`src/rtl/load_store_unit.sv`:
```
// load_store_unit
//   RV32I load/store sequencer between the execute stage and a word-wide dataMem.
//   Loads LB/LH/LW/LBU/LHU are lane-selected and sign/zero-extended; stores SW go
//   straight to WR, SB/SH do a read-modify-write (RD then WR) because dataMem only
//   writes whole words. Each request is a multi-cycle req/done transaction.
//
//   Optional feature macro: MISALIGN_TRAP_EN
//     defined   : misaligned H/W and illegal funct3 end in DONE with fault=1
//     undefined : fault tied 0, misaligned low address bits are aligned down
//
// Ports
//   clk, reset        rising-edge clock, async active-high reset
//   req/we/funct3     request strobe (sampled in IDLE only), store flag, width code
//   addr/wdata        byte address, store data
//   busy/done         transaction in progress / one-cycle completion pulse
//   rdata/fault       extended load result and fault flag, valid with done
//   mem_write/mem_addr/mem_din/mem_dout   dataMem interface (mem_dout combinational)
module load_store_unit #(
  parameter int ADDR_WIDTH = 32
) (
  input  logic                  clk,
  input  logic                  reset,
  input  logic                  req,
  input  logic                  we,
  input  logic [2:0]            funct3,
  input  logic [ADDR_WIDTH-1:0] addr,
  input  logic [31:0]           wdata,
  output logic                  busy,
  output logic                  done,
  output logic [31:0]           rdata,
  output logic                  fault,
  output logic                  mem_write,
  output logic [ADDR_WIDTH-1:0] mem_addr,
  output logic [31:0]           mem_din,
  input  logic [31:0]           mem_dout
);

  typedef enum logic [1:0] {IDLE, RD, WR, DONE} state_t;

  typedef struct packed {
    logic                  we;
    logic [2:0]            f3;
    logic [ADDR_WIDTH-1:0] addr;
    logic [31:0]           wdata;
  } lsu_req_t;

  state_t   state, state_nxt;
  lsu_req_t r;
  logic [31:0] word;

  // Request classification on the live inputs (used only when sampled in IDLE)
  logic illegal, misalign, bad;
  assign illegal  = (funct3 == 3'b011) || (funct3 == 3'b110) || (funct3 == 3'b111) ||
                    (funct3[2] && we);
  assign misalign = ((funct3[1:0] == 2'b01) && addr[0]) ||
                    ((funct3 == 3'b010) && (addr[1:0] != 2'b00));
`ifdef MISALIGN_TRAP_EN
  assign bad = illegal || misalign;
`else
  // Misaligned accesses just fall through; lane logic ignores the low bits.
  assign bad = illegal;
`endif

  // Load extraction: byte lane from addr[1:0], half lane from addr[1]
  function automatic logic [31:0] load_ext(input logic [2:0] f3, input logic [1:0] a,
                                           input logic [31:0] w);
    logic [7:0]  b;
    logic [15:0] h;
    b = w[{a, 3'b000} +: 8];
    h = a[1] ? w[31:16] : w[15:0];
    case (f3)
      3'b000:  load_ext = {{24{b[7]}}, b};
      3'b001:  load_ext = {{16{h[15]}}, h};
      3'b100:  load_ext = {24'b0, b};
      3'b101:  load_ext = {16'b0, h};
      default: load_ext = w;
    endcase
  endfunction

  // Next-state / output decode
  always_comb begin
    state_nxt = state;
    unique case (state)
      IDLE: if (req) begin
              if (bad)                         state_nxt = DONE;
              else if (we && funct3 == 3'b010) state_nxt = WR;
              else                             state_nxt = RD;
            end
      RD:   state_nxt = r.we ? WR : DONE;
      WR:   state_nxt = DONE;
      DONE: state_nxt = IDLE;
      default: state_nxt = IDLE;
    endcase
  end

  assign busy      = (state != IDLE);
  assign done      = (state == DONE);
  // Decoded from the state register so reset kills the write immediately.
  assign mem_write = (state == WR);
  assign mem_addr  = {r.addr[ADDR_WIDTH-1:2], 2'b00};

  // Store data: SW passes through, SB/SH splice into the word read in RD
  always_comb begin
    mem_din = word;
    if (r.f3 == 3'b010)
      mem_din = r.wdata;
    else if (r.f3[1:0] == 2'b00)
      mem_din[{r.addr[1:0], 3'b000} +: 8] = r.wdata[7:0];
    else
      mem_din[{r.addr[1], 4'b0000} +: 16] = r.wdata[15:0];
  end

  always_ff @(posedge clk or posedge reset) begin
    if (reset) begin
      state <= IDLE;
      r     <= '0;
      word  <= '0;
      rdata <= '0;
      fault <= 1'b0;
    end else begin
      state <= state_nxt;
      unique case (state)
        IDLE: if (req) begin
                r <= '{we: we, f3: funct3, addr: addr, wdata: wdata};
                if (bad) begin
                  rdata <= '0;
`ifdef MISALIGN_TRAP_EN
                  fault <= 1'b1;
`else
                  fault <= 1'b0;
`endif
                end
              end
        RD: begin
              word <= mem_dout;
              // Result registered on the way into DONE so it is valid with done
              if (!r.we) begin
                rdata <= load_ext(r.f3, r.addr[1:0], mem_dout);
                fault <= 1'b0;
              end
            end
        WR: begin
              rdata <= '0;
              fault <= 1'b0;
            end
        default: ;
      endcase
    end
  end

endmodule

```
`config.mk`:
```
export PLATFORM = sky130hd
export DESIGN_NAME = load_store_unit
export DESIGN_NICKNAME = d
export VERILOG_FILES = /design/src/rtl/load_store_unit.sv
export SDC_FILE = /design/constraint.sdc
export NUM_CORES = 1
export LEC_CHECK = 0
export BUFFER_PORTS_ARGS = -buffer_cell sky130_fd_sc_hd__buf_4
export CAP_MARGIN = 20
export CORE_MARGIN = 2
export CORE_UTILIZATION = 35
export CTS_CLUSTER_DIAMETER = 100
export DETAILED_ROUTE_END_ITERATION = 10
export SLEW_MARGIN = 30
export SYNTH_ARGS = -nofsm -noshare
export SYNTH_HDL_FRONTEND = slang
export SYNTH_SLANG_ARGS = --single-unit
```
`constraint.sdc`:
```
create_clock -name clk -period 10 [get_ports clk]
set_input_delay 1 -clock clk [delete_from_list [all_inputs] [get_ports clk]]
set_output_delay 1 -clock clk [all_outputs]
set_load 0.01 [all_outputs]
```
==> After elaboration in Yosys (flattened, before gate mapping) <==
Cells that the tools add are included.
{ "word_totals": {"reg_bits": 135, "in_bits": 103, "out_inout_bits": 100, "wordCells": 60} }
{ "classes": {"addsub": 2, "n_eq_ne": 14, "shift": 5, "mux": 19, "n_reduce_logical": 12} }
{ "ops": {"columns": ["operator", "n"], "rows": [
  ["two-way mux 32 bit", 5],
  ["one-hot mux 32 bit (4 select lines)", 1],
  ["one-hot mux 32 bit (3 select lines)", 1],
  ["bitwise mux 32 bit", 2],
  ["variable shift 16 x 7 -> 32 bit (first input constant)", 1],
  ["variable shift 8 x 7 -> 32 bit (first input constant)", 1],
  ["indexed part select 16 x 7 -> 32 bit", 1],
  ["indexed part select 32 x 6 -> 8 bit", 1],
  ["indexed part select 8 x 7 -> 32 bit", 1],
  ["two-way mux 16 bit", 1],
  ["negation 5 -> 7 bit", 2],
  ["== test 3 bit (second input constant)", 4],
  ["== test 3 x 2 -> 1 bit (second input constant)", 3],
  ["one-hot mux 2 bit (4 select lines)", 1],
  ["two-way mux 2 bit", 3],
  ["inequality test 2 bit (second input constant)", 3],
  ["== test 2 bit (second input constant)", 2],
  ["logical NOT 2 bit", 2],
  ["two-way mux 1 bit", 4],
  ["AND reduction 4 bit", 1],
  ["== test 3 x 1 -> 1 bit (second input constant)", 1],
  ["logical NOT 3 bit", 1],
  ["logical OR 1 bit", 3],
  ["one-hot mux 1 bit (3 select lines)", 1],
  ["other kinds (5)", 6]
]} }

==> Longest topological paths before layout <==
{ "depth": {"ltp_word": 7, "ltp_mapped": 9, "ltp_nobuf": 6} }

==> Worst setup path after synthesis <==
No wires, ideal clock.
{ "synth_path": {"kind": "reg-to-output", "startpoint": "reg r[33] (netlist name)", "endpoint": "out mem_din[16]", "t_arrival_ns": 2.198, "required_ns": 9.000, "setup_slack_ns": 6.802, "stages_incl_launch_ff": 9, "n_path_buf": 2, "cell_sequence": "dfrtp_1 -> clkbuf_1 -> buf_2 -> inv_1 -> ha_1 -> nand2_1 -> nor4_2 -> a221oi_1 -> a211oi_1"} }
{ "synth_via": {"elab_chain_len": 5, "elab_cells_between_ends": 10, "classes_between": "add/sub (2); shift (4); mux (4)"} }
{ "synth_rtl": {"columns": ["element", "line", "rtl"], "rows": [
  ["start: declaration", "48", "lsu_req_t r;"],
  ["start signal: assignment", "124", "r <= '{we: we, f3: funct3, addr: addr, wdata: wdata};"],
  ["negation 5 -> 7 bit (on tied branches)", "110, 108", null],
  ["indexed part select 16 x 7 -> 32 bit (tied with other cells)", "110", "mem_din[{r.addr[1], 4'b0000} +: 16] = r.wdata[15:0];"],
  ["bitwise mux 32 bit (on tied branches)", "110, 108", null],
  ["two-way mux 32 bit (*)", "107", "else if (r.f3[1:0] == 2'b00)"],
  ["two-way mux 32 bit (*)", "105", "if (r.f3 == 3'b010)"],
  ["end: declaration", "34", "output logic [31:0] mem_din,"]
]} }
Every way passes the cells marked *; elsewhere a longest branch is shown, timed or not.

==> Worst setup path after layout <==
{ "layout_path": {"startpoint": "reg r[33] (netlist name)", "endpoint": "out mem_din[26]"} }
The elaborated chain is that of the path after synthesis.

==> metrics.csv <==
metric,value,unit
status,finished clean,
whs_path_depth,1,
area_delta_synth_final,29.70,%
placed_cells,984,
post_cts_resized,0,
io_buffers,199,
min-delay-start,rdata[21],
die_h,144.4,um
avgSynthCellArea,11.81,um^2
finalCriticalPeriod,4.295,ns
initial_utilization,0.3555,
antenna_cells,0,
routedWlPerCell,19.84,um
finalWeightedCongestion,0.8137,
hold_viol,0,
clock-root-buffer,clkbuf_16,
yosys.area.top_type,dfrtp_1,
synth_area,6895,um^2
synth_area_leaders,"dfrtp_1, mux2_2, buf_4",
clkTransAtPathRegs,0.06,ns
io_pins,203,
worstPathRequired,9.00,ns
antenna_found_initial,0,
tightest_slew,0.8748,ns
max_stage_delay,0.58,ns
timing.final.crit_share,0.4295,
core_area,19400,um^2
grt_max_degree,73,
die_area,20840,um^2
startpoint_type,flip-flop,
clk_latency,0.42,ns
cts_hold_buf,0,
hp-class,reg -> reg,
cts-buffers-inserted,17,
p_per_area,358.9,nW/um^2
detail-route-antenna-nets,0,
fin_setup_tns,0,ns
critPathKind,reg -> out,
hpwl,14.88,mm
crit_arrival,3.30,ns
viasPerCell,5.240,
grt_overflow,0,
setup_violations,0,
track_usage,0.1951,
ys_warn_count,0,
clock_skew,0.006997,ns
place_ws,6.206,ns
synth_ff_type,dfrtp_1,
synth_edf_count,0,
stdcell_count,1016,
drive_gt1_frac,0.4834,
seq_area_frac_synth,0.4863,
dr_total_vias,5324,
htreeDepth,4,
fmax,0.2328,GHz
end_kind,output port,
relSlewSlack,0.4168,
worstRegToRegCells,6,
rows,51,
grt_pass1_wl,30.72,mm
cp_max_fo,35,
cts_setup_buffers,0,
rrSetupSlack,7.22,ns
report.final.slew_viol_count,0,
ys_ff_latch,134,
n_fill_cell,1845,
nets,851,
grt_pass1_vias,5577,
clkSinkCount,134,
power,3.210,mW
wirelength,20.16,mm
firstDrtPassIters,7,
synth_top_area_frac,0.4863,
first_iter_violations,310,
rsz0062_at_grt,no,
drc,0,
synthArstFlopShare,1.000,
setup_slack,5.705,ns
vdd_ir_drop_max,0.1550,mV
die_width,144.4,um
maxCapViolCount,0,
crit-reg2reg-launch,state[0],
cp_common_cell,buf_4,
min_to,rdata[21],
p_leak,4.123,nW
cp_slowest_cell,nor3b_2,
utilization,0.4610,
cts_tree,yes,
r2r-end,rdata[3],
synthCells,584,
worstPathCellList,buf_4 > inv_1 > ha_1 > nor3b_1 > nor3b_2 > a221oi_1 > a211oi_1 > buf_4,
cts.path.max_buffers,2,
synth_cell_types,53,
report_power, final:
part           leakage, nW  internal [mW]  switching (mW)
sequential            1.64          0.780           0.214
clock                0.277          0.357           0.250
combinational         2.21          0.807           0.802
stage by stage:
stage / hold slack, ns / instance area, um^2
6_report: 0.4942 / 8944
5_1_grt: 0.5122 / 8944
4_1_cts: 0.4945 / 8932
3_5_place_dp: 0.4761 / 8359
3_3_place_gp: 0.4768 / 8359
2_1_floorplan: 0.4802 / 6903
layout make-up:
class,instances,area (um^2),share of cell area
timing repair buffer,204,1535,0.1717
clock inverter,13,120.1,0.01343
clock buffer,19,452.9,0.05064
tap,265,331.6,0.03707
inverter,18,72.57,0.008114
multi-input combinational,363,3078,0.3442
sequential,134,3353,0.3749
worst max-delay path by stage:
stage,startpoint,to,slack [ns],cells after the start
floorplan,reset,mem_addr[10],5.42,1
global placement,r[33],mem_din[27],6.26,8
detailed placement,r[33],mem_din[26],6.21,8
CTS,r[33],mem_din[26],5.74,8
global route,r[33],mem_din[26],5.45,8
finish,r[33],mem_din[26],5.70,8
registers in the layout, summed over array words and instances, names as in the netlist:
name	count
word	32
mem_addr	30
state	2
rdata	32
r	38
cell usage after synthesis, drive strengths merged, types with 2 or more instances:
cell	n
a2bb2oi	8
mux2	115
dfrtp	134
o2bb2ai	17
a31oi	2
and2	2
nand2b	3
or4b	3
inv	17
clkbuf	16
o211ai	2
ha	10
a22oi	9
nor2b	4
a22o	17
o21ai	22
nor3b	3
a211oi	15
nand3	2
nor3	4
buf	55
nand2	21
a221oi	22
nor2	37
mux2i	23
a21oi	5
critical path: cells and delay by family, from the launching register on:
family | cells | cell delay, ns
AO/OA/AOI/OAI | 2 | 0.53
adder cells (fa/ha/maj) | 1 | 0.29
buffers and inverters | 3 | 0.84
flip-flops | 1 | 0.36
AND/OR/NAND/NOR | 2 | 0.85
routing by layer:
| layer | vias up | global-route usage | wire, um |
|---|---|---|---|
| met5 | - | 0 | 0 |
| met4 | 0 | 0.04803 | 245 |
| met3 | 23 | 0.05960 | 1389 |
| met2 | 210 | 0.3425 | 10330 |
| met1 | 2678 | 0.2338 | 8192 |
| li1 | 2413 | - | - |
logic make-up after synthesis:
group           count (synthesis)  share of synthesized area
flops                         134                     0.4863
mux                           138                     0.2212
other cells                     1                  0.0005438
compound gates                126                     0.1426
simple gates                   86                    0.06133
buf+inv                        89                    0.06986
fa+ha+maj                      10                    0.01815
cells in the final DEF, fill, tap and decap left out, types with 2 or more instances in the layout:
cell        Yosys  routed
a211oi_1       15      15
a21oi_1         5       5
a221oi_1       21      21
a22o_1         17      17
a22oi_1         9       9
a2bb2oi_1       8       8
a31oi_1         2       2
and2_1          2       2
buf_4          33     203
clkbuf_16       0      17
clkbuf_8        0       2
clkinv_2        0       3
clkinv_4        0       2
clkinvlp_4      0       3
conb_1          1       3
dfrtp_1       134     134
ha_1           10      10
inv_1          17      16
inv_6           0       5
mux2_1          3       3
mux2_2        112     112
mux2i_1        23      23
nand2_1        20      19
nand2_2         1       2
nand2b_1        3       3
nor2_1         37      37
nor2b_1         4       3
nor3_1          4       3
nor3b_1         2       2
o211ai_1        2       2
o21ai_0        21      21
o2bb2ai_1      16      16
or4b_2          2       2
Power figures use the tool's default switching activity.
